## config.mk

```make
export PLATFORM = sky130hd
export DESIGN_NAME = perf_counter_ctrl
export DESIGN_NICKNAME = d
export VERILOG_FILES = /design/src/rtl/core_config_pkg.sv /design/src/rtl/perf_counter_slice.sv /design/src/rtl/perf_counter_ctrl.sv
export SDC_FILE = /design/constraint.sdc
export NUM_CORES = 2
export LEC_CHECK = 0
export ABC_CLOCK_PERIOD_IN_PS = 7700
export BUFFER_PORTS_ARGS = -buffer_cell sky130_fd_sc_hd__buf_2
export CORE_MARGIN = 2
export CORE_UTILIZATION = 30
export DETAILED_ROUTE_END_ITERATION = 8
export PLACE_DENSITY = 0.45
export SETUP_SLACK_MARGIN = 0.2
export SLEW_MARGIN = 25
export SYNTH_ARGS = -nofsm -noshare
export SYNTH_HDL_FRONTEND = slang
export SYNTH_SLANG_ARGS = --single-unit
export TNS_END_PERCENT = 30
```

## constraint.sdc

```tcl
create_clock -name clk -period 7.7 [get_ports clk]
set_input_delay 0.385 -clock clk [delete_from_list [all_inputs] [get_ports clk]]
set_output_delay 0.385 -clock clk [all_outputs]
set_load 0.02 [all_outputs]
```

## src/rtl/core_config_pkg.sv

```systemverilog
// Core-wide configuration: datapath widths, perf-counter defaults and CSR addresses.
package core_config_pkg;

  localparam int XLEN           = 32;
  localparam int PERF_CNT_LEN   = 64;
  localparam int PERF_NB_CNT    = 8;
  localparam int PERF_NB_EVENTS = 8;

  localparam logic [11:0] CSR_MCYCLE         = 12'hB00;
  localparam logic [11:0] CSR_MCYCLEH        = 12'hB80;
  localparam logic [11:0] CSR_MCOUNTINHIBIT  = 12'h320;
  localparam logic [11:0] CSR_MHPMEVENT_BASE = 12'h320;
  localparam logic [11:0] CSR_PERF_OVF       = 12'h7C0;

  typedef logic [$clog2(PERF_NB_EVENTS+1)-1:0] perf_evt_sel_t;

endpackage

```

## src/rtl/perf_counter_slice.sv

```systemverilog
// One performance counter: split low/high CSR loads, +1 increment, wrap strobe.
module perf_counter_slice
  import core_config_pkg::*;
#(
  parameter int W = PERF_CNT_LEN
) (
  input  logic            clk,
  input  logic            rst,
  input  logic            clk_en,
  input  logic            inc,
  input  logic            ld_lo,
  input  logic            ld_hi,
  input  logic [XLEN-1:0] wdata,
  output logic [W-1:0]    cnt,
  output logic            wrap
);

  localparam int LO_W = (W > XLEN) ? XLEN : W;

  logic         load;
  logic [W-1:0] load_val;

  generate
    if (W > XLEN) begin : g_split
      // NOTE: defaults first so every path assigns load/load_val; no latch is inferred.
      always_comb begin
        load     = ld_lo | ld_hi;
        load_val = cnt;
        if (ld_lo) load_val[LO_W-1:0] = wdata[LO_W-1:0];
        if (ld_hi) load_val[W-1:LO_W] = wdata[W-LO_W-1:0];
      end
    end else begin : g_single
      logic unused_ld_hi;
      assign unused_ld_hi = ld_hi;
      always_comb begin
        load     = ld_lo;
        load_val = cnt;
        if (ld_lo) load_val = wdata[W-1:0];
      end
    end
  endgenerate

  // Only an increment from all-ones counts as a wrap; a write never does.
  assign wrap = clk_en & inc & ~load & (&cnt);

  // NOTE: sequential state uses <= only, so every flop samples pre-edge values.
  always_ff @(posedge clk) begin
    if (rst) begin
      cnt <= '0;
    end else if (clk_en) begin
      if (load)     cnt <= load_val;
      else if (inc) cnt <= cnt + W'(1);
    end
  end

endmodule

```

## src/rtl/perf_counter_ctrl.sv

```systemverilog
// Machine-mode perf-counter bank: mcycle, minstret, hpm counters, selects, inhibit.
// Optional sticky overflow vector and interrupt when PERF_OVF_IRQ_EN is defined.
module perf_counter_ctrl
  import core_config_pkg::*;
#(
  parameter int NB_CNT    = PERF_NB_CNT,
  parameter int NB_EVENTS = PERF_NB_EVENTS,
  parameter int EVT_W     = $clog2(NB_EVENTS+1)
) (
  input  logic                 clk,
  input  logic                 rst,
  input  logic                 clk_en,
  input  logic [NB_EVENTS-1:0] events,
  input  logic                 csr_req,
  input  logic                 csr_we,
  input  logic [11:0]          csr_addr,
  input  logic [XLEN-1:0]      csr_wdata,
  output logic                 csr_ack,
  output logic [XLEN-1:0]      csr_rdata,
  output logic                 csr_err,
  output logic                 ovf_irq
);

  logic                    accept, wr;
  logic [4:0]              idx;
  logic                    idx_ok, hit_lo, hit_hi, hit_cfg, hit_inh, hit_evt, hit_ovf;
  logic [NB_CNT-1:0]       inhibit;
  logic [EVT_W-1:0]        evt_sel [NB_CNT];
  logic [PERF_CNT_LEN-1:0] cnt     [NB_CNT];
  logic [NB_CNT-1:0]       inc, wrap, ld_lo, ld_hi;
  logic [PERF_CNT_LEN-1:0] rd_cnt;
  logic [EVT_W-1:0]        rd_sel;
  logic [XLEN-1:0]         rd_val;
  logic                    rd_err;

  assign accept  = csr_req & clk_en;
  assign wr      = accept & csr_we;
  assign idx     = csr_addr[4:0];
  assign idx_ok  = (int'(idx) < NB_CNT) && (idx != 5'd1);
  assign hit_lo  = (csr_addr[11:5] == CSR_MCYCLE[11:5]) && idx_ok;
  assign hit_hi  = (csr_addr[11:5] == CSR_MCYCLEH[11:5]) && idx_ok;
  assign hit_cfg = (csr_addr[11:5] == CSR_MHPMEVENT_BASE[11:5]);
  assign hit_inh = (csr_addr == CSR_MCOUNTINHIBIT);
  assign hit_evt = hit_cfg && idx_ok && (idx >= 5'd3);
`ifdef PERF_OVF_IRQ_EN
  assign hit_ovf = (csr_addr == CSR_PERF_OVF);
`else
  assign hit_ovf = 1'b0;
`endif

  always_comb begin
    for (int i = 0; i < NB_CNT; i++) begin
      inc[i] = 1'b0;
      if (i == 0)      inc[i] = 1'b1;
      else if (i == 2) inc[i] = events[0];
      else if (i >= 3) begin
        // Selects of 0 or above NB_EVENTS match no event and never count.
        for (int e = 0; e < NB_EVENTS; e++)
          if (evt_sel[i] == EVT_W'(e + 1)) inc[i] = events[e];
      end
      inc[i]   = inc[i] & ~inhibit[i];
      ld_lo[i] = wr & hit_lo & (idx == 5'(i));
      ld_hi[i] = wr & hit_hi & (idx == 5'(i));
    end
  end

  for (genvar g = 0; g < NB_CNT; g++) begin : g_cnt
    if (g == 1) begin : g_rsvd
      assign cnt[g]  = '0;
      assign wrap[g] = 1'b0;
    end else begin : g_slice
      perf_counter_slice #(.W(PERF_CNT_LEN)) u_slice (
        .clk    (clk),
        .rst    (rst),
        .clk_en (clk_en),
        .inc    (inc[g]),
        .ld_lo  (ld_lo[g]),
        .ld_hi  (ld_hi[g]),
        .wdata  (csr_wdata),
        .cnt    (cnt[g]),
        .wrap   (wrap[g])
      );
    end
  end

`ifdef PERF_OVF_IRQ_EN
  logic [NB_CNT-1:0] ovf, ovf_nxt, ovf_clr;

  always_comb begin
    ovf_clr = (wr && hit_ovf) ? csr_wdata[NB_CNT-1:0] : '0;
    ovf_nxt = (ovf & ~ovf_clr) | (wrap & ~NB_CNT'(7));
  end

  always_ff @(posedge clk) begin
    if (rst) begin
      ovf     <= '0;
      ovf_irq <= 1'b0;
    end else if (clk_en) begin
      ovf     <= ovf_nxt;
      ovf_irq <= |ovf_nxt;
    end
  end
`else
  logic unused_wrap;
  assign unused_wrap = |wrap;
  assign ovf_irq     = 1'b0;
`endif

  always_comb begin
    rd_cnt = '0;
    rd_sel = '0;
    for (int i = 0; i < NB_CNT; i++) begin
      if (idx == 5'(i)) begin
        rd_cnt = cnt[i];
        rd_sel = evt_sel[i];
      end
    end
    rd_val = '0;
    rd_err = 1'b0;
    if (hit_lo)       rd_val = rd_cnt[XLEN-1:0];
    else if (hit_hi)  rd_val = XLEN'(rd_cnt >> XLEN);
    else if (hit_inh) rd_val = XLEN'(inhibit);
    else if (hit_evt) rd_val = XLEN'(rd_sel);
`ifdef PERF_OVF_IRQ_EN
    else if (hit_ovf) rd_val = XLEN'(ovf);
`endif
    else              rd_err = 1'b1;
  end

  always_ff @(posedge clk) begin
    if (rst) begin
      inhibit   <= '0;
      csr_ack   <= 1'b0;
      csr_rdata <= '0;
      csr_err   <= 1'b0;
      // NOTE: evt_sel is a small flop array, so it is reset like any other register.
      for (int i = 0; i < NB_CNT; i++) evt_sel[i] <= '0;
    end else begin
      csr_ack <= accept;
      if (accept) begin
        csr_rdata <= rd_val;
        csr_err   <= rd_err;
      end
      if (wr && hit_inh) inhibit <= csr_wdata[NB_CNT-1:0] & ~NB_CNT'(2);
      for (int i = 3; i < NB_CNT; i++)
        if (wr && hit_evt && (idx == 5'(i))) evt_sel[i] <= csr_wdata[EVT_W-1:0];
    end
  end

endmodule
```

==> flow_metrics.env <==
export IMPL_max_slew_worst_pin_slew_ps=1190
export IMPL_layout_common_cells="684 x nand2_1, 497 x a21oi_1, 489 x dfxtp_1"
export IMPL_synth_edf_count=20
export IMPL_vias_per_cell=6.66
export IMPL_layout_commonest_cell="nand2_1"
export IMPL_die_area_um2=120000
export IMPL_relSlewSlack=0.199
export IMPL_synth_nets=5019
export IMPL_reg2reg_slack_ps=4150
export IMPL_final_setup_skew_ps=32.1
export IMPL_min_path_cells=2
export IMPL_overflow=0
export IMPL_rsz0062_at_grt="false"
export IMPL_critPathCaptureType="flop"
export IMPL_grt_max_degree=154
export IMPL_numCtsBuffers=68
export IMPL_grt_pass1_wl_mm=285
export IMPL_cts_repair_resized=0
export IMPL_wl_mm=204
export IMPL_hold_buffers=0
export IMPL_r2r_start="g_cnt[7].g_slice.u_slice.cnt[1]"
export IMPL_first_global_vias=36400
export IMPL_hold_end="g_cnt[6].g_slice.u_slice.cnt[57]"
export IMPL_grt_usage=0.325
export IMPL_area_growth_pct=10.9
export IMPL_die_h_um=346
export IMPL_final_util=0.335
export IMPL_fin_tns_setup_ps=0
export IMPL_syn_area_um2=35100
export IMPL_gp_congestion=1.01
export IMPL_power_density_nw_per_um2=172
export IMPL_rows=125
export IMPL_cts_root_buffer_cell="clkbuf_16"
export IMPL_slew_viol_final=0
export IMPL_cts_tree="done"
export IMPL_avgSynthCellArea_um2=7.09
export IMPL_crit_required_ps=8220
export IMPL_ant_nets=0
export IMPL_outcome="finished clean"
export IMPL_critPathArrivalTime_ps=4400
export IMPL_drtPass1Iterations=6
export IMPL_synthFlopType="dfxtp_1"
export IMPL_r2r_cells=8
export IMPL_drive_gt1_frac=0.100
export IMPL_port_buffers=90
export IMPL_cap_violations=0
export IMPL_yosysSeqAreaShare=0.296
export IMPL_critPathLaunchType="primary input"
export IMPL_chipWidth_um=346
export IMPL_clock_fmax_ghz=0.258
export IMPL_drtIter0Drc=6502
export IMPL_fillers=12600
export IMPL_synth_seq_cells=509
export IMPL_setup_viol=0
export IMPL_vdd_ir_drop_max_mv=0.127
export IMPL_vias=42300
export IMPL_ys_warn_count=0
export IMPL_nets=4828
export IMPL_cts_sinks=509
export IMPL_syn_instance_count=4955
export IMPL_worstSetupPathType="in -> reg"
export IMPL_cts_setup_buffers=0
export IMPL_hp_start="rst"
export IMPL_finalCritPeriodShare=0.503
export IMPL_antenna_found_initial=27
export IMPL_drc=0
export IMPL_clk_pin_slew_worst_paths_ps=60
export IMPL_fin_crit_ps=3870
export IMPL_dpl_hpwl_mm=141
export IMPL_insertion_delay_ps=670
export IMPL_synth_async_reset_ratio=0
export IMPL_cp_max_fo=36
export IMPL_ys_types=93
export IMPL_crit_reg2reg_capture="g_cnt[7].g_slice.u_slice.cnt[58]"
export IMPL_hold_path_class="in -> reg"
export IMPL_core_region_area_um2=116000
export IMPL_ios=92
export IMPL_clockBufferDepth=3
export IMPL_cts_htree_levels=3
export IMPL_hold_viol=0
export IMPL_start_util=0.302
export IMPL_leakage_nw=11.4
export IMPL_wl_per_cell_um=32.1
-- area by class of cell --
type                    count  area (um2)  area share
inverters                  41         155     0.00398
well taps                1524        1910      0.0489
multi-input cells        3959       23000       0.590
diodes                     13        32.5    0.000835
clock buffers             102        2040      0.0524
flip-flops and latches    509       10400       0.267
repair buffers            185        1200      0.0308
clock inverters            21         258     0.00661
-- state kept, by name, indices dropped and copies added, names as in the netlist --
name                       count
g_cnt.g_slice.u_slice.cnt    448
csr_rdata                     32
evt_sel                       20
inhibit                        7
csr_ack                        1
csr_err                        1
-- per-stage QoR --
step | hold slack (ps) | cells | total power, mW | cell area (um2) | setup slack (ps)
3_3_place_gp | 465 | 6217 | 3.34 | 36600 | 3380
3_5_place_dp | 469 | 6217 | 3.33 | 36600 | 3300
5_1_grt | 163 | 6342 | 6.86 | 38900 | 3710
4_1_cts | 132 | 6340 | 6.72 | 38900 | 3950
6_report | 163 | 6354 | 6.70 | 39000 | 3830
2_1_floorplan | 445 | 4955 | 3.04 | 35100 | 4950
-- per-layer routing --
layer / routed length (um) / global-route usage / up-vias
met2: 81500 / 0.448 / 2815
met4: 13100 / 0.187 / 18
met3: 23300 / 0.0726 / 588
met5: 128 / 0 / -
met1: 86000 / 0.459 / 20500
li1: - / - / 18400
-- kinds of logic after synthesis --
logic type | after synthesis | synth area share
adder cells (fa/ha/maj) | 7 | 0.00249
buffers and inverters | 487 | 0.0562
AO/OA/AOI/OAI | 1827 | 0.332
multiplexers | 96 | 0.0315
flip-flops | 509 | 0.296
AND/OR/NAND/NOR | 2028 | 0.282
other | 1 | 0.000107
-- power by group --
| group | internal (mW) | switching (mW) | total, mW |
|---|---|---|---|
| logic | 0.111 | 0.481 | 0.592 |
| registers | 2.68 | 0.0379 | 2.71 |
| clock network | 2.00 | 1.40 | 3.40 |
| total | 4.79 | 1.92 | 6.70 |
-- critical path: stages --
cell	delay, ps
buf_2	100
nand4bb_1	820
or4_1	1020
nor3_4	200
buf_4	430
o31a_1	560
buf_4	380
a21boi_0	140
o31a_1	300
-- synth_stat cells, types with 23 or more instances --
master	n	share of area
nand2_1	686	0.073
a21oi_1	498	0.071
dfxtp_1	489	0.28
nor2_1	415	0.044
o21ai_0	391	0.056
clkbuf_1	340	0.036
nand3_1	242	0.034
nor3_1	157	0.022
a211oi_1	145	0.031
nand4_1	125	0.022
a22oi_1	111	0.024
a31oi_1	88	0.016
and3_1	88	0.016
o22ai_1	78	0.014
buf_2	73	0.010
o31ai_1	71	0.015
mux2_2	56	0.018
o221ai_1	47	0.012
nor4_1	45	0.0080
and4_1	43	0.011
inv_1	41	0.0044
o21ai_1	38	0.0054
o32ai_1	38	0.0095
a21o_1	36	0.0077
or3_1	35	0.0062
mux2i_1	34	0.0097
a311oi_1	32	0.0080
and2_1	29	0.0052
o21a_1	28	0.0060
o41ai_1	27	0.0067
o211ai_1	26	0.0056
nand2b_1	23	0.0041
-- worst max-delay path by stage --
| stage | from | to | slack (ps) | depth (start not counted) |
|---|---|---|---|---|
| global route | csr_addr[10] | g_cnt[3].g_slice.u_slice.cnt[13] | 3710 | 10 |
| floorplan | csr_addr[3] | g_cnt[3].g_slice.u_slice.cnt[49] | 4950 | 9 |
| global placement | csr_addr[10] | g_cnt[3].g_slice.u_slice.cnt[13] | 3380 | 10 |
| finish | csr_addr[10] | g_cnt[3].g_slice.u_slice.cnt[14] | 3830 | 9 |
| CTS | csr_addr[10] | g_cnt[3].g_slice.u_slice.cnt[14] | 3950 | 9 |
| detailed placement | csr_addr[10] | g_cnt[3].g_slice.u_slice.cnt[14] | 3300 | 9 |
Note: power is estimated with default switching activity, not from simulation.
